[src/rtl/axil_uart_regs_if.sv]
// AXI4-Lite channel bundle for the UART register front-end.
// The master modport drives requests; the slave modport drives ready/response signals.
interface axil_uart_regs_if #(
    parameter int unsigned ADDR_WIDTH = 6,
    parameter int unsigned DATA_WIDTH = 32
);
    logic [ADDR_WIDTH-1:0]   s_awaddr;
    logic                    s_awvalid;
    logic                    s_awready;
    logic [DATA_WIDTH-1:0]   s_wdata;
    logic [DATA_WIDTH/8-1:0] s_wstrb;
    logic                    s_wvalid;
    logic                    s_wready;
    logic [1:0]              s_bresp;
    logic                    s_bvalid;
    logic                    s_bready;
    logic [ADDR_WIDTH-1:0]   s_araddr;
    logic                    s_arvalid;
    logic                    s_arready;
    logic [DATA_WIDTH-1:0]   s_rdata;
    logic [1:0]              s_rresp;
    logic                    s_rvalid;
    logic                    s_rready;

    modport master (
        output s_awaddr, s_awvalid, s_wdata, s_wstrb, s_wvalid, s_bready,
        output s_araddr, s_arvalid, s_rready,
        input  s_awready, s_wready, s_bresp, s_bvalid,
        input  s_arready, s_rdata, s_rresp, s_rvalid
    );

    modport slave (
        input  s_awaddr, s_awvalid, s_wdata, s_wstrb, s_wvalid, s_bready,
        input  s_araddr, s_arvalid, s_rready,
        output s_awready, s_wready, s_bresp, s_bvalid,
        output s_arready, s_rdata, s_rresp, s_rvalid
    );
endinterface

[src/rtl/axil_uart_regs.sv]
// AXI4-Lite register front-end for the UART: TX push, RX pop, FIFO status,
// sticky error flags and a level interrupt.
module axil_uart_regs #(
    parameter int unsigned ADDR_WIDTH = 6,
    parameter int unsigned DATA_WIDTH = 32
) (
    input  logic                   Clk,
    input  logic                   Reset,
    axil_uart_regs_if.slave        s_axil,
    input  logic [7:0]             RX_data,
    input  logic                   Empty,
    output logic                   rd_uart_en,
    output logic [7:0]             TX_data,
    output logic                   wr_uart_en,
    input  logic                   Full,
    output logic                   irq
);

    localparam logic [1:0] REG_RX     = 2'd0;
    localparam logic [1:0] REG_TX     = 2'd1;
    localparam logic [1:0] REG_STATUS = 2'd2;
    localparam logic [1:0] REG_CTRL   = 2'd3;
    localparam logic [1:0] RESP_OKAY   = 2'b00;
    localparam logic [1:0] RESP_SLVERR = 2'b10;

    typedef enum logic {RD_IDLE, RD_RESP} rd_state_e;
    typedef enum logic [1:0] {WR_IDLE, WR_WAIT_AW, WR_WAIT_W, WR_RESP} wr_state_e;

    rd_state_e             rd_state_q, rd_state_d;
    logic                  arready_q, arready_d;
    logic                  rvalid_q, rvalid_d;
    logic [DATA_WIDTH-1:0] rdata_q, rdata_d;
    logic [1:0]            rresp_q, rresp_d;

    wr_state_e             wr_state_q, wr_state_d;
    logic                  awready_q, awready_d;
    logic                  wready_q, wready_d;
    logic                  bvalid_q, bvalid_d;
    logic [1:0]            bresp_q, bresp_d;
    logic [ADDR_WIDTH-3:0] awaddr_q, awaddr_d;
    logic [9:0]            wdata_q, wdata_d;
    logic [1:0]            wstrb_q, wstrb_d;

    logic [1:0]            ctrl_q, ctrl_d;
    logic                  rx_unf_q, rx_unf_d;
    logic                  tx_ovf_q, tx_ovf_d;
    logic                  irq_q, irq_d;

    // Read channel decode, evaluated in the AR accept cycle
    logic                  ar_hs, ar_err, rd_pop, rx_unf_set;
    logic [1:0]            ar_reg;
    logic [DATA_WIDTH-1:0] rd_word;

    assign ar_hs      = s_axil.s_arvalid & arready_q;
    assign ar_err     = |s_axil.s_araddr[ADDR_WIDTH-1:4];
    assign ar_reg     = s_axil.s_araddr[3:2];
    assign rd_pop     = ar_hs & ~ar_err & (ar_reg == REG_RX) & ~Empty;
    assign rx_unf_set = ar_hs & ~ar_err & (ar_reg == REG_RX) & Empty;

    always_comb begin
        rd_word = '0;
        if (!ar_err) begin
            case (ar_reg)
                REG_RX: begin
                    if (!Empty) begin
                        rd_word[DATA_WIDTH-1] = 1'b1;
                        rd_word[7:0]          = RX_data;
                    end
                end
                REG_STATUS: rd_word[3:0] = {tx_ovf_q, rx_unf_q, Full, Empty};
                REG_CTRL:   rd_word[1:0] = ctrl_q;
                default:    rd_word = '0;
            endcase
        end
    end

    always_comb begin
        rd_state_d = rd_state_q;
        arready_d  = arready_q;
        rvalid_d   = rvalid_q;
        rdata_d    = rdata_q;
        rresp_d    = rresp_q;
        case (rd_state_q)
            RD_IDLE: begin
                if (ar_hs) begin
                    rd_state_d = RD_RESP;
                    arready_d  = 1'b0;
                    rvalid_d   = 1'b1;
                    rdata_d    = rd_word;
                    rresp_d    = ar_err ? RESP_SLVERR : RESP_OKAY;
                end else begin
                    arready_d  = 1'b1;
                end
            end
            RD_RESP: begin
                if (s_axil.s_rready) begin
                    rd_state_d = RD_IDLE;
                    arready_d  = 1'b1;
                    rvalid_d   = 1'b0;
                    rdata_d    = '0;
                    rresp_d    = RESP_OKAY;
                end
            end
        endcase
    end

    always_ff @(posedge Clk or posedge Reset) begin
        if (Reset) begin
            rd_state_q <= RD_IDLE;
            arready_q  <= 1'b0;
            rvalid_q   <= 1'b0;
            rdata_q    <= '0;
            rresp_q    <= RESP_OKAY;
        end else begin
            rd_state_q <= rd_state_d;
            arready_q  <= arready_d;
            rvalid_q   <= rvalid_d;
            rdata_q    <= rdata_d;
            rresp_q    <= rresp_d;
        end
    end

    // Whichever channel arrived first is taken from its holding register
    logic                  aw_hs, w_hs, aw_have, w_have, wr_exec, wr_err;
    logic [ADDR_WIDTH-3:0] wa;
    logic [9:0]            wd;
    logic [1:0]            ws, wr_reg;
    logic                  tx_sel, wr_push, tx_ovf_set, ctrl_sel, rx_unf_clr, tx_ovf_clr;

    assign aw_hs      = s_axil.s_awvalid & awready_q;
    assign w_hs       = s_axil.s_wvalid & wready_q;
    assign aw_have    = (wr_state_q == WR_WAIT_W);
    assign w_have     = (wr_state_q == WR_WAIT_AW);
    assign wr_exec    = (aw_hs | aw_have) & (w_hs | w_have);
    assign wa         = aw_have ? awaddr_q : s_axil.s_awaddr[ADDR_WIDTH-1:2];
    assign wd         = w_have ? wdata_q : s_axil.s_wdata[9:0];
    assign ws         = w_have ? wstrb_q : s_axil.s_wstrb[1:0];
    assign wr_err     = |wa[ADDR_WIDTH-3:2];
    assign wr_reg     = wa[1:0];
    assign tx_sel     = wr_exec & ~wr_err & (wr_reg == REG_TX) & ws[0];
    assign wr_push    = tx_sel & ~Full;
    assign tx_ovf_set = tx_sel & Full;
    assign ctrl_sel   = wr_exec & ~wr_err & (wr_reg == REG_CTRL);
    assign rx_unf_clr = ctrl_sel & ws[1] & wd[8];
    assign tx_ovf_clr = ctrl_sel & ws[1] & wd[9];

    always_comb begin
        wr_state_d = wr_state_q;
        awready_d  = awready_q;
        wready_d   = wready_q;
        bvalid_d   = bvalid_q;
        bresp_d    = bresp_q;
        awaddr_d   = awaddr_q;
        wdata_d    = wdata_q;
        wstrb_d    = wstrb_q;
        case (wr_state_q)
            WR_IDLE: begin
                if (wr_exec) begin
                    wr_state_d = WR_RESP;
                    awready_d  = 1'b0;
                    wready_d   = 1'b0;
                    bvalid_d   = 1'b1;
                    bresp_d    = wr_err ? RESP_SLVERR : RESP_OKAY;
                end else if (aw_hs) begin
                    wr_state_d = WR_WAIT_W;
                    awready_d  = 1'b0;
                    wready_d   = 1'b1;
                    awaddr_d   = s_axil.s_awaddr[ADDR_WIDTH-1:2];
                end else if (w_hs) begin
                    wr_state_d = WR_WAIT_AW;
                    awready_d  = 1'b1;
                    wready_d   = 1'b0;
                    wdata_d    = s_axil.s_wdata[9:0];
                    wstrb_d    = s_axil.s_wstrb[1:0];
                end else begin
                    awready_d  = 1'b1;
                    wready_d   = 1'b1;
                end
            end
            WR_WAIT_AW, WR_WAIT_W: begin
                if (wr_exec) begin
                    wr_state_d = WR_RESP;
                    awready_d  = 1'b0;
                    wready_d   = 1'b0;
                    bvalid_d   = 1'b1;
                    bresp_d    = wr_err ? RESP_SLVERR : RESP_OKAY;
                end
            end
            WR_RESP: begin
                if (s_axil.s_bready) begin
                    wr_state_d = WR_IDLE;
                    awready_d  = 1'b1;
                    wready_d   = 1'b1;
                    bvalid_d   = 1'b0;
                    bresp_d    = RESP_OKAY;
                end
            end
        endcase
    end

    always_ff @(posedge Clk or posedge Reset) begin
        if (Reset) begin
            wr_state_q <= WR_IDLE;
            awready_q  <= 1'b0;
            wready_q   <= 1'b0;
            bvalid_q   <= 1'b0;
            bresp_q    <= RESP_OKAY;
            awaddr_q   <= '0;
            wdata_q    <= '0;
            wstrb_q    <= '0;
        end else begin
            wr_state_q <= wr_state_d;
            awready_q  <= awready_d;
            wready_q   <= wready_d;
            bvalid_q   <= bvalid_d;
            bresp_q    <= bresp_d;
            awaddr_q   <= awaddr_d;
            wdata_q    <= wdata_d;
            wstrb_q    <= wstrb_d;
        end
    end

    // A fresh set outranks a W1C landing in the same cycle
    always_comb begin
        ctrl_d   = ((ctrl_sel & ws[0]) == 1'b1) ? wd[1:0] : ctrl_q;
        rx_unf_d = (rx_unf_q & ~rx_unf_clr) | rx_unf_set;
        tx_ovf_d = (tx_ovf_q & ~tx_ovf_clr) | tx_ovf_set;
        irq_d    = (ctrl_q[0] & ~Empty) | (ctrl_q[1] & ~Full) | rx_unf_q | tx_ovf_q;
    end

    always_ff @(posedge Clk or posedge Reset) begin
        if (Reset) begin
            ctrl_q   <= '0;
            rx_unf_q <= 1'b0;
            tx_ovf_q <= 1'b0;
            irq_q    <= 1'b0;
        end else begin
            ctrl_q   <= ctrl_d;
            rx_unf_q <= rx_unf_d;
            tx_ovf_q <= tx_ovf_d;
            irq_q    <= irq_d;
        end
    end

    logic unused_bits;
    assign unused_bits = ^{s_axil.s_wdata[DATA_WIDTH-1:10], s_axil.s_wstrb[DATA_WIDTH/8-1:2],
                           s_axil.s_awaddr[1:0], s_axil.s_araddr[1:0]};

    assign s_axil.s_arready = arready_q;
    assign s_axil.s_rvalid  = rvalid_q;
    assign s_axil.s_rdata   = rdata_q;
    assign s_axil.s_rresp   = rresp_q;
    assign s_axil.s_awready = awready_q;
    assign s_axil.s_wready  = wready_q;
    assign s_axil.s_bvalid  = bvalid_q;
    assign s_axil.s_bresp   = bresp_q;

    assign rd_uart_en = rd_pop;
    assign wr_uart_en = wr_push;
    assign TX_data    = wr_push ? wd[7:0] : '0;
    assign irq        = irq_q;

endmodule

[src/flat_wrapper.sv]
// flat-port wrapper written by rule: the top's interface ports become plain ports
module axil_uart_regs_flat 
#(
    parameter int unsigned ADDR_WIDTH = 6,
    parameter int unsigned DATA_WIDTH = 32
)
  (Clk, Reset, RX_data, Empty, rd_uart_en, TX_data, wr_uart_en, Full, irq, s_axil_s_awaddr, s_axil_s_awvalid, s_axil_s_wdata, s_axil_s_wstrb, s_axil_s_wvalid, s_axil_s_bready, s_axil_s_araddr, s_axil_s_arvalid, s_axil_s_rready, s_axil_s_awready, s_axil_s_wready, s_axil_s_bresp, s_axil_s_bvalid, s_axil_s_arready, s_axil_s_rdata, s_axil_s_rresp, s_axil_s_rvalid);
  axil_uart_regs_if #(.ADDR_WIDTH(ADDR_WIDTH), .DATA_WIDTH(DATA_WIDTH)) s_axil_i ();
  input  logic Clk;
  input  logic Reset;
  input  logic [7:0] RX_data;
  input  logic Empty;
  output logic rd_uart_en;
  output logic [7:0] TX_data;
  output logic wr_uart_en;
  input  logic Full;
  output logic irq;
  input wire logic [$bits(s_axil_i.s_awaddr)-1:0] s_axil_s_awaddr;
  input wire logic [$bits(s_axil_i.s_awvalid)-1:0] s_axil_s_awvalid;
  input wire logic [$bits(s_axil_i.s_wdata)-1:0] s_axil_s_wdata;
  input wire logic [$bits(s_axil_i.s_wstrb)-1:0] s_axil_s_wstrb;
  input wire logic [$bits(s_axil_i.s_wvalid)-1:0] s_axil_s_wvalid;
  input wire logic [$bits(s_axil_i.s_bready)-1:0] s_axil_s_bready;
  input wire logic [$bits(s_axil_i.s_araddr)-1:0] s_axil_s_araddr;
  input wire logic [$bits(s_axil_i.s_arvalid)-1:0] s_axil_s_arvalid;
  input wire logic [$bits(s_axil_i.s_rready)-1:0] s_axil_s_rready;
  output wire logic [$bits(s_axil_i.s_awready)-1:0] s_axil_s_awready;
  output wire logic [$bits(s_axil_i.s_wready)-1:0] s_axil_s_wready;
  output wire logic [$bits(s_axil_i.s_bresp)-1:0] s_axil_s_bresp;
  output wire logic [$bits(s_axil_i.s_bvalid)-1:0] s_axil_s_bvalid;
  output wire logic [$bits(s_axil_i.s_arready)-1:0] s_axil_s_arready;
  output wire logic [$bits(s_axil_i.s_rdata)-1:0] s_axil_s_rdata;
  output wire logic [$bits(s_axil_i.s_rresp)-1:0] s_axil_s_rresp;
  output wire logic [$bits(s_axil_i.s_rvalid)-1:0] s_axil_s_rvalid;
  assign s_axil_i.s_awaddr = s_axil_s_awaddr;
  assign s_axil_i.s_awvalid = s_axil_s_awvalid;
  assign s_axil_i.s_wdata = s_axil_s_wdata;
  assign s_axil_i.s_wstrb = s_axil_s_wstrb;
  assign s_axil_i.s_wvalid = s_axil_s_wvalid;
  assign s_axil_i.s_bready = s_axil_s_bready;
  assign s_axil_i.s_araddr = s_axil_s_araddr;
  assign s_axil_i.s_arvalid = s_axil_s_arvalid;
  assign s_axil_i.s_rready = s_axil_s_rready;
  assign s_axil_s_awready = s_axil_i.s_awready;
  assign s_axil_s_wready = s_axil_i.s_wready;
  assign s_axil_s_bresp = s_axil_i.s_bresp;
  assign s_axil_s_bvalid = s_axil_i.s_bvalid;
  assign s_axil_s_arready = s_axil_i.s_arready;
  assign s_axil_s_rdata = s_axil_i.s_rdata;
  assign s_axil_s_rresp = s_axil_i.s_rresp;
  assign s_axil_s_rvalid = s_axil_i.s_rvalid;
  axil_uart_regs #(.ADDR_WIDTH(ADDR_WIDTH), .DATA_WIDTH(DATA_WIDTH)) u_core (.Clk(Clk), .Reset(Reset), .s_axil(s_axil_i), .RX_data(RX_data), .Empty(Empty), .rd_uart_en(rd_uart_en), .TX_data(TX_data), .wr_uart_en(wr_uart_en), .Full(Full), .irq(irq));
endmodule
[config.mk]
export PLATFORM = sky130hd
export DESIGN_NAME = axil_uart_regs_flat
export DESIGN_NICKNAME = d
export VERILOG_FILES = /design/src/rtl/axil_uart_regs_if.sv /design/src/rtl/axil_uart_regs.sv /design/src/flat_wrapper.sv
export SDC_FILE = /design/constraint.sdc
export NUM_CORES = 1
export LEC_CHECK = 0
export ABC_AREA = 1
export BUFFER_PORTS_ARGS = -buffer_cell sky130_fd_sc_hd__clkbuf_2
export CORE_UTILIZATION = 50
export CTS_CLUSTER_DIAMETER = 60
export CTS_CLUSTER_SIZE = 24
export DETAILED_ROUTE_END_ITERATION = 10
export HOLD_SLACK_MARGIN = 0.12
export MAX_ROUTING_LAYER = met4
export PLACE_DENSITY = 0.86
export SLEW_MARGIN = 0
export SYNTH_ARGS = -nofsm -noshare
export SYNTH_HDL_FRONTEND = slang
export SYNTH_SLANG_ARGS = --single-unit
[constraint.sdc]
create_clock -name Clk -period 2.9 [get_ports Clk]
set_input_delay 0.29 -clock Clk [delete_from_list [all_inputs] [get_ports Clk]]
set_output_delay 0.29 -clock Clk [all_outputs]
set_load 0.01 [all_outputs]
# Word-level counts from Yosys, hierarchy flattened
# Cells that the tools add are included.
# word_totals
regBits,65
inputBits,65
output_inout_bits,52
word_cells,128
# op_classes
n_eq_ne,13
n_mux,48
n_bitwise,38
reduce_logical,12
# op_table
operator,n
32-bit 2-to-1 mux,3
32-bit case mux with 2 select lines,1
1-bit bitwise AND,22
2-bit 2-to-1 mux,11
1-bit 2-to-1 mux,17
8-bit 2-to-1 mux,2
2-bit case mux with 2 select lines,3
2-bit case mux with 3 select lines,2
2-bit == test (second input constant),5
10-bit 2-to-1 mux,1
1-bit inverter,9
4-bit 2-to-1 mux,2
1-bit case mux with 2 select lines,4
1-bit OR,7
2-bit by 1-bit != test with 1-bit output (second input constant),3
1-bit case mux with 3 select lines,2
2-bit AND reduction,3
3-bit AND reduction,2
2-bit OR reduction,3
2-bit by 1-bit == test with 1-bit output (second input constant),2
2-bit zero test,2
2-bit != test (second input constant),2
4-bit by 1-bit != test with 1-bit output (second input constant),1
4-bit AND reduction,1
3-bit OR reduction,1

# Logic depth before layout (Yosys ltp)
# Gate-level depths: netlist of the first run.
# depth
word_depth,11
mapped_depth,11
mapped_depth_nobuf,11

# Worst setup path before layout of the first run
# OpenSTA, ideal clock, no wires.
# synth_timing
path_type,reg2out
start,reg u_core.wr_state_q[1]
end,out TX_data[0]
arrival_time_ns,1.454
required_ns,2.610
path_slack_ns,1.156
path_stages_with_launch,9
path_buffers,0
path_cell_list,dfrtp_1 -> inv_1 -> ha_1 -> inv_2 -> nand2_4 -> nand2_4 -> a21oi_4 -> nand3_4 -> nor2_1
# synth_via
elab_chain_cells,9
word_cells_on_any_way,16
cone_classes,3 x eq/ne; 4 x mux; 8 x bitwise; 1 x reduce/logical
# synth_rtl
item,line,source
start: declaration,axil_uart_regs.sv:35,"wr_state_e wr_state_q, wr_state_d;"
start signal: assignment,axil_uart_regs.sv:212,wr_state_q <= wr_state_d;
2-bit == test,axil_uart_regs.sv:132,assign aw_have = (wr_state_q == WR_WAIT_W);
4-bit 2-to-1 mux,axil_uart_regs.sv:135,assign wa = aw_have ? awaddr_q : s_axil.s_awaddr[ADDR_WIDTH-1:2];
2-bit OR reduction,axil_uart_regs.sv:138,assign wr_err = |wa[ADDR_WIDTH-3:2];
1-bit inverter,axil_uart_regs.sv:140,assign tx_sel = wr_exec & ~wr_err & (wr_reg == REG_TX) & ws[0];
1-bit bitwise AND (3 in series),axil_uart_regs.sv:140,
1-bit bitwise AND,axil_uart_regs.sv:141,assign wr_push = tx_sel & ~Full;
8-bit 2-to-1 mux (*),axil_uart_regs.sv:260,assign TX_data = wr_push ? wd[7:0] : '0;
end: declaration,flat_wrapper.sv:14,output logic [7:0] TX_data;
# Mark *: on every way between the ends. The rest lies on a longest branch, timed or not.

# Final worst setup path of the first run
# Ends and elaborated chain as after synthesis.

==> impl_results.md, run 1 <==
* Cell variety after synth at 33
* Worst Hold Class: primary input to flip-flop
* DRT iter0 DRCs at 61
* Pleak at 1.56 nW
* CP max FO at 10
* Startpoint types: flip-flop
* RSZ-0062 raised after global routing: false
* Worst path required time at 2.61 ns
* CP max stage cell: dfrtp_1
* Clk Latency, worst-skew pair at 0.29 ns
* Max Clk Rate at 394 MHz
* Root Buffer: clkbuf_8
* Yosys warns at 0
* Area growth syn-to-layout at 14.7%
* First-pass GRT wire length at 7440 microns
* # rows at 24
* Hold buffers post-CTS at 1
* Post-CTS sizing at 0
* Clock Sinks at 40
* Commonest cells after routing, fill and taps aside: clkbuf_2, nand2_1, dfrtp_1
* Cell Area, Synth at 2420 sq um
* Total gr overflow at 0
* Number of remaining DRC errors at 0
* CTS clk-pin slew, worst paths at 0.07 ns
* Final instance area at 2770 sq um
* Routability Congestion at 0.784
* Nets at 429
* Most common cell after layout, fill and taps aside: clkbuf_2
* Power Density at 858 nW/um^2
* Total GRT Usage at 19.3%
* H-tree depth at 2
* FF+latch count, synth at 40
* Setup CP Type: flip-flop to output pin
* Die W at 71.5 microns
* Max rail drop VDD at 0.585 mV
* Crit. End Element: output pin
* Sequential share of the synthesized area at 41.4%
* Number of setup violations in the final report at 0
* Vias in the first global route at 1693
* Skew final at 0.00351 ns
* CTS tree: done
* Die Area at 5110 sq um
* CTS Buf Count at 5
* CP max stage delay at 0.44 ns
* Initial core utilization at 53.6%
* Avg Cell Area, Syn at 8.25 sq um
* Post-CTS Setup Bufs at 0
* Routed via count at 1962
* Post-route ant nets at 0
* DR pass1 iterations at 4
* Core ar. at 4500 sq um
* Setup tns final at 0 ns
* Antenna violations before repair at 0
* Wire length per cell at 10.7 microns
* Pin count of the biggest net entering global routing at 41
* DP Wirelength at 3400 microns
* Period utilization at 87.6%
* Dpl ws at 0.678 ns
* Share of layout cells above drive strength 1 at 31.9%
* Die Y at 71.5 microns
* Final worst slack at 0.360 ns
* Vias per cell at 4.76
* Max Cap Viol at 0
* Hold Vio Cnt, Final at 0
* Min Tclk post-route at 2.54 ns
* Post-DP Area at 2670 sq um
* Max Transition Viols Final at 0
* Critical path arrival at 2.25 ns
* Final WL at 4420 microns
* Post-Syn Instances at 293
* PortBufs at 63
* CP cell instances: inv_1 -> ha_1 -> inv_2 -> nand2_4 -> nand2_4 -> a21oi_4 -> nand3_4 -> nor2_1 -> clkbuf_2
* Most used cell, CP: nand2_4
* Status: finished, final reports clean
* Clock buffer depth at 2
* Ant diodes at 0
* # IOs at 117
critical path: cells and delay by family, from the launching register on:
kind                     cells  cell delay [ns]
AO/OA/AOI/OAI                1             0.22
buffers and inverters        3             0.39
adder cells (fa/ha/maj)      1             0.39
flip-flops                   1             0.44
AND/OR/NAND/NOR              4             0.52
path summary, 6_finish.rpt:
path / endpoint / from / slack (ns) / depth (start not counted)
worst max-delay path: TX_data[0] / u_core.wr_state_q[1] / 0.36 / 9
worst max register to register: u_core.wdata_q[4] / u_core.wr_state_q[1] / 0.91 / 10
max in group asynchronous: u_core.wr_state_q[0] / Reset / 1.91 / 4
min in group asynchronous: u_core.s_axil.s_rdata[6] / Reset / 0.63 / 4
worst min-delay path: u_core.awaddr_q[2] / s_axil_s_awaddr[4] / 0.22 / 3
worst min register to register: u_core.wdata_q[1] / u_core.wdata_q[1] / 0.49 / 2
logic make-up after synthesis:
group / share of synthesized area (%)
buffers and inverters: 16.2
other: 0.155
AOI/OAI and AO/OA: 14.4
DFF: 41.4
and+or+nand+nor: 25.2
adders and majority gates: 2.59
final cells by class:
type | instances | area, sq um
Fill cell | 411 | 1730
Multi-Input combinational cell | 205 | 1110
Sequential cell | 40 | 1000
Timing Repair Buffer | 66 | 340
Inverter | 41 | 156
Clock buffer | 6 | 82.6
Tap cell | 52 | 65.1
Clock inverter | 2 | 10.0
registers in the layout (all words and copies together), names as in the netlist:
signal                   cells
u_core.awaddr_q              4
u_core.ctrl_q                2
u_core.irq                   1
u_core.rd_state_q            1
u_core.rx_unf_q              1
u_core.s_axil.s_arready      1
u_core.s_axil.s_awready      1
u_core.s_axil.s_bresp        1
u_core.s_axil.s_bvalid       1
u_core.s_axil.s_rdata        9
u_core.s_axil.s_rresp        1
u_core.s_axil.s_rvalid       1
u_core.s_axil.s_wready       1
u_core.tx_ovf_q              1
u_core.wdata_q              10
u_core.wr_state_q            2
u_core.wstrb_q               2
layer usage:
layer  global-route usage, %  vias to the layer above  share of wire (%)
met5                       -                        -                  0
met4                    7.19                        0                1.4
met3                    5.06                        7                7.7
met2                    29.9                       82                 45
met1                    24.5                      858                 46
li1                        -                     1015                  -
synthesized netlist by cell type:
master | n | area [sq um]
inv_4 | 1 | 6.26
o21ai_2 | 14 | 123
nor3_2 | 1 | 10.0
dfrtp_1 | 40 | 1000
nand3_2 | 1 | 10.0
a22oi_1 | 2 | 15.0
nor2_4 | 1 | 11.3
or2_2 | 1 | 6.26
a21oi_4 | 2 | 32.5
o22ai_1 | 1 | 6.26
o21ai_0 | 18 | 90.1
o21ai_1 | 5 | 25.0
a211oi_1 | 2 | 15.0
nand3_1 | 19 | 95.1
nand3_4 | 2 | 35.0
nor2_2 | 3 | 18.8
buf_2 | 1 | 5.00
nor2_1 | 20 | 75.1
inv_1 | 36 | 135
nand2_4 | 4 | 45.0
buf_6 | 3 | 33.8
a21oi_1 | 7 | 35.0
ha_1 | 5 | 62.6
o21a_1 | 1 | 7.51
buf_4 | 25 | 188
inv_2 | 4 | 15.0
clkbuf_1 | 2 | 7.51
conb_1 | 1 | 3.75
nand2_1 | 57 | 214
nand2_2 | 8 | 50.1
nand3b_1 | 1 | 7.51
nor4_1 | 1 | 6.26
nand4_1 | 4 | 25.0
per-stage QoR:
stage / utilization [%] / cells / power (mW) / hold slack [ns]
floorplan: - / 317 / 1.80 / 0.397
global placement: 59.2 / 403 / 1.96 / 0.419
detailed placement: 59.2 / 403 / 2.01 / 0.420
CTS: 61.5 / 412 / 2.40 / 0.217
global route: 61.5 / 412 / 2.60 / 0.237
finish: 61.5 / 412 / 2.38 / 0.223
power breakdown:
| part | switching, mW | total [mW] | internal (mW) |
|---|---|---|---|
| registers | 0.147 | 0.921 | 0.774 |
| logic | 0.668 | 1.08 | 0.408 |
| clock network | 0.189 | 0.378 | 0.190 |
Note: power is estimated with default switching activity, not from simulation.
==> run 2, diff against run 1 <==
- REMOVE_ABC_BUFFERS: not set -> 1
==> run 2 against run 1 <==
Effect of this change:
- clock skew shrank 0.00086 ns
- sequential share of layout area grew 0.065 points
- routed wire length grew 4.4%
- first-iteration DRC count grew 43%
- power grew 0.49%
- worst setup slack lost 0.059 ns
- clock power is essentially flat
- maximum frequency shrank 2.3%
- clock-buffer cell count grew 2
- final area shrank 0.18%
- highest routed layer unchanged
==> impl_results.md, run 2 (synthesized netlist as in run 1, its figures left out) <==
* CTS clk-pin slew, worst paths at 0.07 ns (about the same)
* CP max stage delay at 0.44 ns (about the same)
* Hold buffers post-CTS at 0 (-1)
* RSZ-0062 raised after global routing: false
* Worst path required time at 2.61 ns (about the same)
* Initial core utilization at 53.6% (unchanged)
* Flip-flop and latch area at 1000 sq um (unchanged)
* Reg2reg path depth at 10 (unchanged)
* H-tree depth at 2 (unchanged)
* Worst Hold Class: primary input to async pin
* Slew @ Worst Pin at 0.975 ns
* DRT iter0 DRCs at 87 (+43%)
* DP Wirelength at 3580 microns (+5.3%)
* Fillcell total at 407 (-0.97%)
* Ant diodes at 0 (unchanged)
* Share of layout cells above drive strength 1 at 31.7% (-0.28 points)
* Hold Vio Cnt, Final at 0 (unchanged)
* Vias in the first global route at 1904 (+12%)
* Slew HR at 34.9%
* Number of remaining DRC errors at 0 (unchanged)
* Final WL at 4610 microns (+4.4%)
* Setup tns final at 0 ns (unchanged)
* Pin count of the biggest net entering global routing at 27 (-34%)
* Max rail drop VDD at 0.498 mV (-15%)
* Layout Cells excl Fill at 412 (unchanged)
* Clock Sinks at 40 (unchanged)
* RR Startpoint: u_core.wr_state_q[1]
* CTS Buf Count at 5 (unchanged)
* CP max stage cell: ha_1
* Critical path's top delay family: simple AND/OR/NAND/NOR gates
* First-pass GRT wire length at 7900 microns (+6.2%)
* Nets at 429 (unchanged)
* Commonest cells after routing, fill and taps aside: clkbuf_2, nand2_1, dfrtp_1
* CTS tree: done
* PortBufs at 63 (unchanged)
* Die W at 71.5 microns (unchanged)
* CP cell instances: inv_1 -> ha_1 -> buf_4 -> nand2_2 -> o21ai_2 -> nand2_2 -> nor2_4 -> nand3_4 -> nor2_1 -> clkbuf_2
* Core ar. at 4500 sq um (unchanged)
* Clock buffer depth at 2 (unchanged)
* FF-to-FF End: u_core.wdata_q[2]
* Number of setup violations in the final report at 0 (unchanged)
* Post-CTS Setup Bufs at 0 (unchanged)
* Antenna violations before repair at 0 (unchanged)
* Crit path depth at 10 (+1)
* Placed Instances at 404 (+0.25%)
* Max Transition Viols Final at 0 (unchanged)
* Root Buffer: clkbuf_8
* PnR Total Power at 2.39 mW (+0.49%)
* Max Cap Viol at 0 (unchanged)
* Crit. End Element: output pin
* DR pass1 iterations at 4 (unchanged)
* Total GRT Usage at 20.1% (+0.82 points)
* M1 GR Usage at 23.4% (-1.1 points)
* Most common cell after layout, fill and taps aside: clkbuf_2
* Total gr overflow at 0 (unchanged)
* Grt met3 use at 3.80% (-1.3 points)
* # rows at 24 (unchanged)
* Most used cell, CP: nand2_2
* Min Tclk post-route at 2.60 ns (+0.0594 ns)
* Routability Congestion at 0.840 (+7.1%)
* Critical path arrival at 2.31 ns (+0.06 ns)
* Reg2reg setup slack at 0.88 ns (-0.03 ns)
* Pleak at 1.55 nW (-0.31%)
* Wire length per cell at 11.2 microns (+4.4%)
* Area growth syn-to-layout at 14.4%
* Top reg by flops: u_core.wdata_q
* CP max FO at 12 (+2)
* Routed via count at 2022 (+3.1%)
* Skew final at 0.00265 ns (-0.000864 ns)
* Startpoint types: flip-flop
* Setup CP Type: flip-flop to output pin
* Worst path bufs/invs at 3 (unchanged)
* Status: finished, final reports clean
* Die Y at 71.5 microns (unchanged)
* Period utilization at 89.6% (+2.0 points)
* Post-CTS sizing at 0 (unchanged)
* Area of the multi-input gates at 1110 sq um (unchanged)
* GRT met2 Usage at 33.5% (+3.6 points)
* Vias per cell at 4.91 (+3.1%)
* Max FFs per register at 10 (unchanged)
* Gr busiest metal: met2
* Max Clk Rate at 385 MHz (-2.3%)
* Post-route ant nets at 0 (unchanged)
* Die Area at 5110 sq um (unchanged)
* # IOs at 117 (unchanged)
* Power Density at 863 nW/um^2 (+0.67%)
* Clk Latency, worst-skew pair at 0.29 ns (about the same)
## run 2: per-layer routing
metal | share of wire [%] | vias up
met4 | 3.3 | 0
met3 | 6.3 | 18
met5 | 0 | -
met2 | 46 | 94
li1 | - | 1014
met1 | 44 | 896
## run 2: worst max-delay path by stage
stage	to	startpoint
3_5_place_dp	TX_data[5]	u_core.wr_state_q[1]
3_3_place_gp	TX_data[1]	u_core.wr_state_q[1]
2_1_floorplan	TX_data[0]	u_core.wr_state_q[1]
6_report	TX_data[0]	u_core.wr_state_q[1]
5_1_grt	TX_data[5]	u_core.wr_state_q[1]
4_1_cts	TX_data[3]	u_core.wr_state_q[1]
## run 2: cell type report
class	count	share of cell area, %
clock buffers	8	3.26
flip-flops and latches	40	36.2
repair buffers	66	12.2
inverters	41	5.66
well taps	52	2.35
multi-input cells	205	40.3
## run 2: power by group
part | leakage, nW | internal [mW] | switching (mW) | total (mW)
clock | 0.0455 | 0.194 | 0.181 | 0.375
combinational | 0.995 | 0.409 | 0.680 | 1.09
sequential | 0.511 | 0.775 | 0.149 | 0.923
total | 1.55 | 1.38 | 1.01 | 2.39
## run 2: worst reg2reg max path, stage by stage, from the launching register on
cell     delay, ns
dfrtp_1       0.42
inv_1         0.09
ha_1          0.35
inv_2         0.18
nand2_4       0.07
nand2_4       0.13
nand2_4       0.09
inv_4         0.07
nand3_4       0.27
nand2_1       0.19
o21ai_2       0.06
## run 2: through the flow
stage | util [%] | setup slack (ns) | cell area, sq um | hold WS, ns
finish | 61.4 | 0.300 | 2770 | 0.199
global route | 61.4 | 0.142 | 2770 | 0.222
CTS | 61.4 | 0.267 | 2770 | 0.220
detailed placement | 59.4 | 0.596 | 2680 | 0.459
global placement | 59.4 | 0.654 | 2680 | 0.457
floorplan | - | 0.799 | 2270 | 0.397
==> run 3, diff against run 2 <==
- ABC_AREA: 1 -> not set
- CORE_UTILIZATION: 50 -> 49
==> run 3 against run 2 <==
Effect of this change:
- sequential share of layout area rose by 1.8 points
- largest cell class unchanged
- first-iteration DRC count rose by 34%
- synthesized cell count fell by 30%
- clock skew rose by 0.0057 ns
- die area fell by 5.3%
==> impl_results.md, run 3 <==
* Number of remaining DRC errors at 0 (unchanged)
* Post-synth EDFFs at 0 (unchanged)
* Pleak at 1.41 nW (-9.0%)
* Sequential power share at 52.7% (+14 points)
* Post-synth top area cell: dfrtp_1
* Post-Syn Instances at 206 (-30%)
* CP max FO at 9 (-3)
* Clock buffer depth at 2 (unchanged)
* Power Density at 446 nW/um^2 (-48%)
* Yosys warns at 0 (unchanged)
* Die Y at 69.6 microns (-2.7%)
* Root Buffer: clkbuf_8
* Max Transition Viols Final at 0 (unchanged)
* Multiplexer share of the synthesized area at 17.3% (+17 points)
* Top post-synthesis cells by count: dfrtp_1, buf_4, mux2_2
* # IOs at 117 (unchanged)
* Max Cap Viol at 0 (unchanged)
* Share of layout cells above drive strength 1 at 38.0% (+6.3 points)
* Placed Instances at 318 (-21%)
* DRT iter0 DRCs at 117 (+34%)
* # rows at 24 (unchanged)
* Worst path bufs/invs at 2 (-1)
* Period utilization at 95.6% (+6.0 points)
* Hold Vio Cnt, Final at 0 (unchanged)
* Sequential share of the synthesized area at 44.7% (+3.3 points)
* Ys flop type: dfrtp_1
* CTS clk-pin slew, worst paths at 0.07 ns (about the same)
* Final WL at 4370 microns (-5.1%)
* Routed via count at 1683 (-17%)
* Switch share at 25.9% (-16 points)
* Most common cell after layout, fill and taps aside: clkbuf_2
* Async S/R FF share, synth at 100% (unchanged)
* Max rail drop VDD at 0.270 mV (-46%)
* Clock Sinks at 40 (unchanged)
* Clock power frac at 32.8% (+17 points)
* Slew HR at 26.4% (-8.5 points)
* Worst path required time at 2.61 ns (about the same)
* Die W at 69.6 microns (-2.7%)
* DR pass1 iterations at 4 (unchanged)
* Top-count cell post-synth: dfrtp_1
* Routability Congestion at 0.848 (+1.0%)
* Antenna violations before repair at 0 (unchanged)
* CP max stage cell: or4bb_1
* Pin count of the biggest net entering global routing at 31 (+15%)
* Psw at 0.304 mW (-70%)
* Hold buffers post-CTS at 0 (unchanged)
* Vias in the first global route at 1650 (-13%)
* Skew final at 0.00839 ns (+0.00574 ns)
* Cell variety after synth at 40 (+21%)
* Number of setup violations in the final report at 0 (unchanged)
* Area growth syn-to-layout at 17.7%
* Clk Latency, worst-skew pair at 0.28 ns (about the same)
* Leading post-synthesis cells by cell area: dfrtp_1, mux2_2, buf_4
* Cell Area, Synth at 2240 sq um (-7.3%)
* Layout Cells excl Fill at 326 (-21%)
* H-tree depth at 2 (unchanged)
* Max Clk Rate at 361 MHz (-6.3%)
* DP Wirelength at 3420 microns (-4.5%)
* PortBufs at 63 (unchanged)
* Total gr overflow at 0 (unchanged)
* Worst Hold Class: primary input to flip-flop
* Core ar. at 4380 sq um (-2.7%)
* FF+latch count, synth at 40 (unchanged)
* Largest family of logic cells by synthesized area: multiplexers
* Reg2reg setup slack at 0.62 ns (-0.26 ns)
* Final instance area at 2640 sq um (-4.7%)
* Post-route ant nets at 0 (unchanged)
* Wire length per cell at 13.4 microns (+20%)
* Top reg by flops: u_core.wdata_q
* Slew @ Worst Pin at 1.10 ns (+0.128 ns)
* Crit. End Element: output pin
* CP cell instances: inv_1 -> ha_2 -> or4bb_1 -> a211oi_4 -> nand3b_4 -> nor2_1 -> clkbuf_2
* Total GRT Usage at 19.9% (-0.22 points)
* CTS Buf Count at 5 (unchanged)
* Critical path's top delay family: simple AND/OR/NAND/NOR gates
* RSZ-0062 raised after global routing: false
* Nets at 344 (-20%)
* Hold slack final at 0.229 ns (+0.0297 ns)
* Vias per cell at 5.16 (+5.2%)
* Initial core utilization at 51.1% (-2.6 points)
* Avg Cell Area, Syn at 10.9 sq um (+32%)
* Ant diodes at 0 (unchanged)
* First-pass GRT wire length at 7470 microns (-5.4%)
* Post-Synth XOR/XNOR Area at 0% (unchanged)
* Commonest cells after routing, fill and taps aside: clkbuf_2, dfrtp_1, conb_1
* Status: finished, final reports clean
* Critical path arrival at 2.48 ns (+0.17 ns)
* Gate power share at 14.5% (-31 points)
* Die Area at 4840 sq um (-5.3%)
* Min Tclk post-route at 2.77 ns (+0.174 ns)
* Internal at 0.871 mW (-37%)
* PnR Total Power at 1.18 mW (-51%)
* Post-DP Area at 2530 sq um (-5.5%)
* Setup tns final at 0 ns (unchanged)
* Max FFs per register at 10 (unchanged)
* CP max stage delay at 0.48 ns (+0.04 ns)
* CTS tree: done
* Startpoint types: flip-flop
* Compound-Gate Fraction of Synth Area at 12.9% (-1.5 points)
* Synth Area in Simple Gates at 11.1% (-14 points)
* Adder-cell share of the synthesized area at 2.79% (+0.20 points)
* Share of the synthesized area in the top cell type at 44.7% (+3.3 points)
* Setup CP Type: flip-flop to output pin
-- run 3: power by group through the flow --
| stage | clock (mW) | sequential (mW) | combinational, mW |
|---|---|---|---|
| after global routing | 0.419 | 0.623 | 0.192 |
| after floorplan | 0 | 0.636 | 0.0862 |
| after CTS | 0.399 | 0.618 | 0.173 |
| after detailed placement | 0 | 0.629 | 0.173 |
| after global placement | 0 | 0.625 | 0.167 |
| final | 0.386 | 0.619 | 0.171 |
-- run 3: kinds of logic (layout without fill, tap and decap cells) --
| logic type | after synthesis | count (layout) |
|---|---|---|
| AND/OR/NAND/NOR | 46 | 46 |
| flip-flops | 40 | 40 |
| buffers and inverters | 40 | 84 |
| AO/OA/AOI/OAI | 38 | 38 |
| multiplexers | 36 | 36 |
| adder cells (fa/ha/maj) | 5 | 5 |
| other | 1 | 25 |
-- run 3: timing repair --
item | in CTS | in global routing
setup buffers | 1 | 0
setup endpoints to repair | 2 | 8
resized for setup | 0 | 1
pin swaps | 1 | 0
-- run 3: layout make-up --
| cell class | instances | area, sq um |
|---|---|---|
| clock buffers | 7 | 96.3 |
| fillers | 379 | 1750 |
| inverters | 10 | 37.5 |
| multi-input cells | 150 | 1090 |
| flip-flops and latches | 40 | 1000 |
| well taps | 52 | 65.1 |
| repair buffers | 67 | 345 |
-- run 3: final timing paths --
path                                            from                         to  depth (start not counted)
max                             u_core.wr_state_q[0]                 TX_data[6]                          7
min                                       RX_data[7]   u_core.s_axil.s_rdata[7]                          2
max reg2reg                     u_core.wr_state_q[0]            u_core.tx_ovf_q                          7
min reg2reg                u_core.s_axil.s_rdata[31]  u_core.s_axil.s_rdata[31]                          1
max in group asynchronous                      Reset     u_core.s_axil.s_bvalid                          3
min in group asynchronous                      Reset   u_core.s_axil.s_rdata[2]                          2
-- run 3: stage by stage --
step           worst slack (ns)  util (%)
2_1_floorplan             0.644         -
3_3_place_gp              0.387      57.7
3_5_place_dp              0.266      57.7
4_1_cts                  0.0445      60.0
5_1_grt                  0.0168      60.1
6_report                  0.126      60.1
-- run 3: per-layer routing --
metal	wire length (microns)	GRT usage, %	vias up	share of wire [%]
met5	0	-	-	0
met4	123	9.52	0	2.8
met3	196	4.36	12	4.5
met2	2120	31.1	64	48
met1	1940	24.6	789	44
li1	-	-	818	-
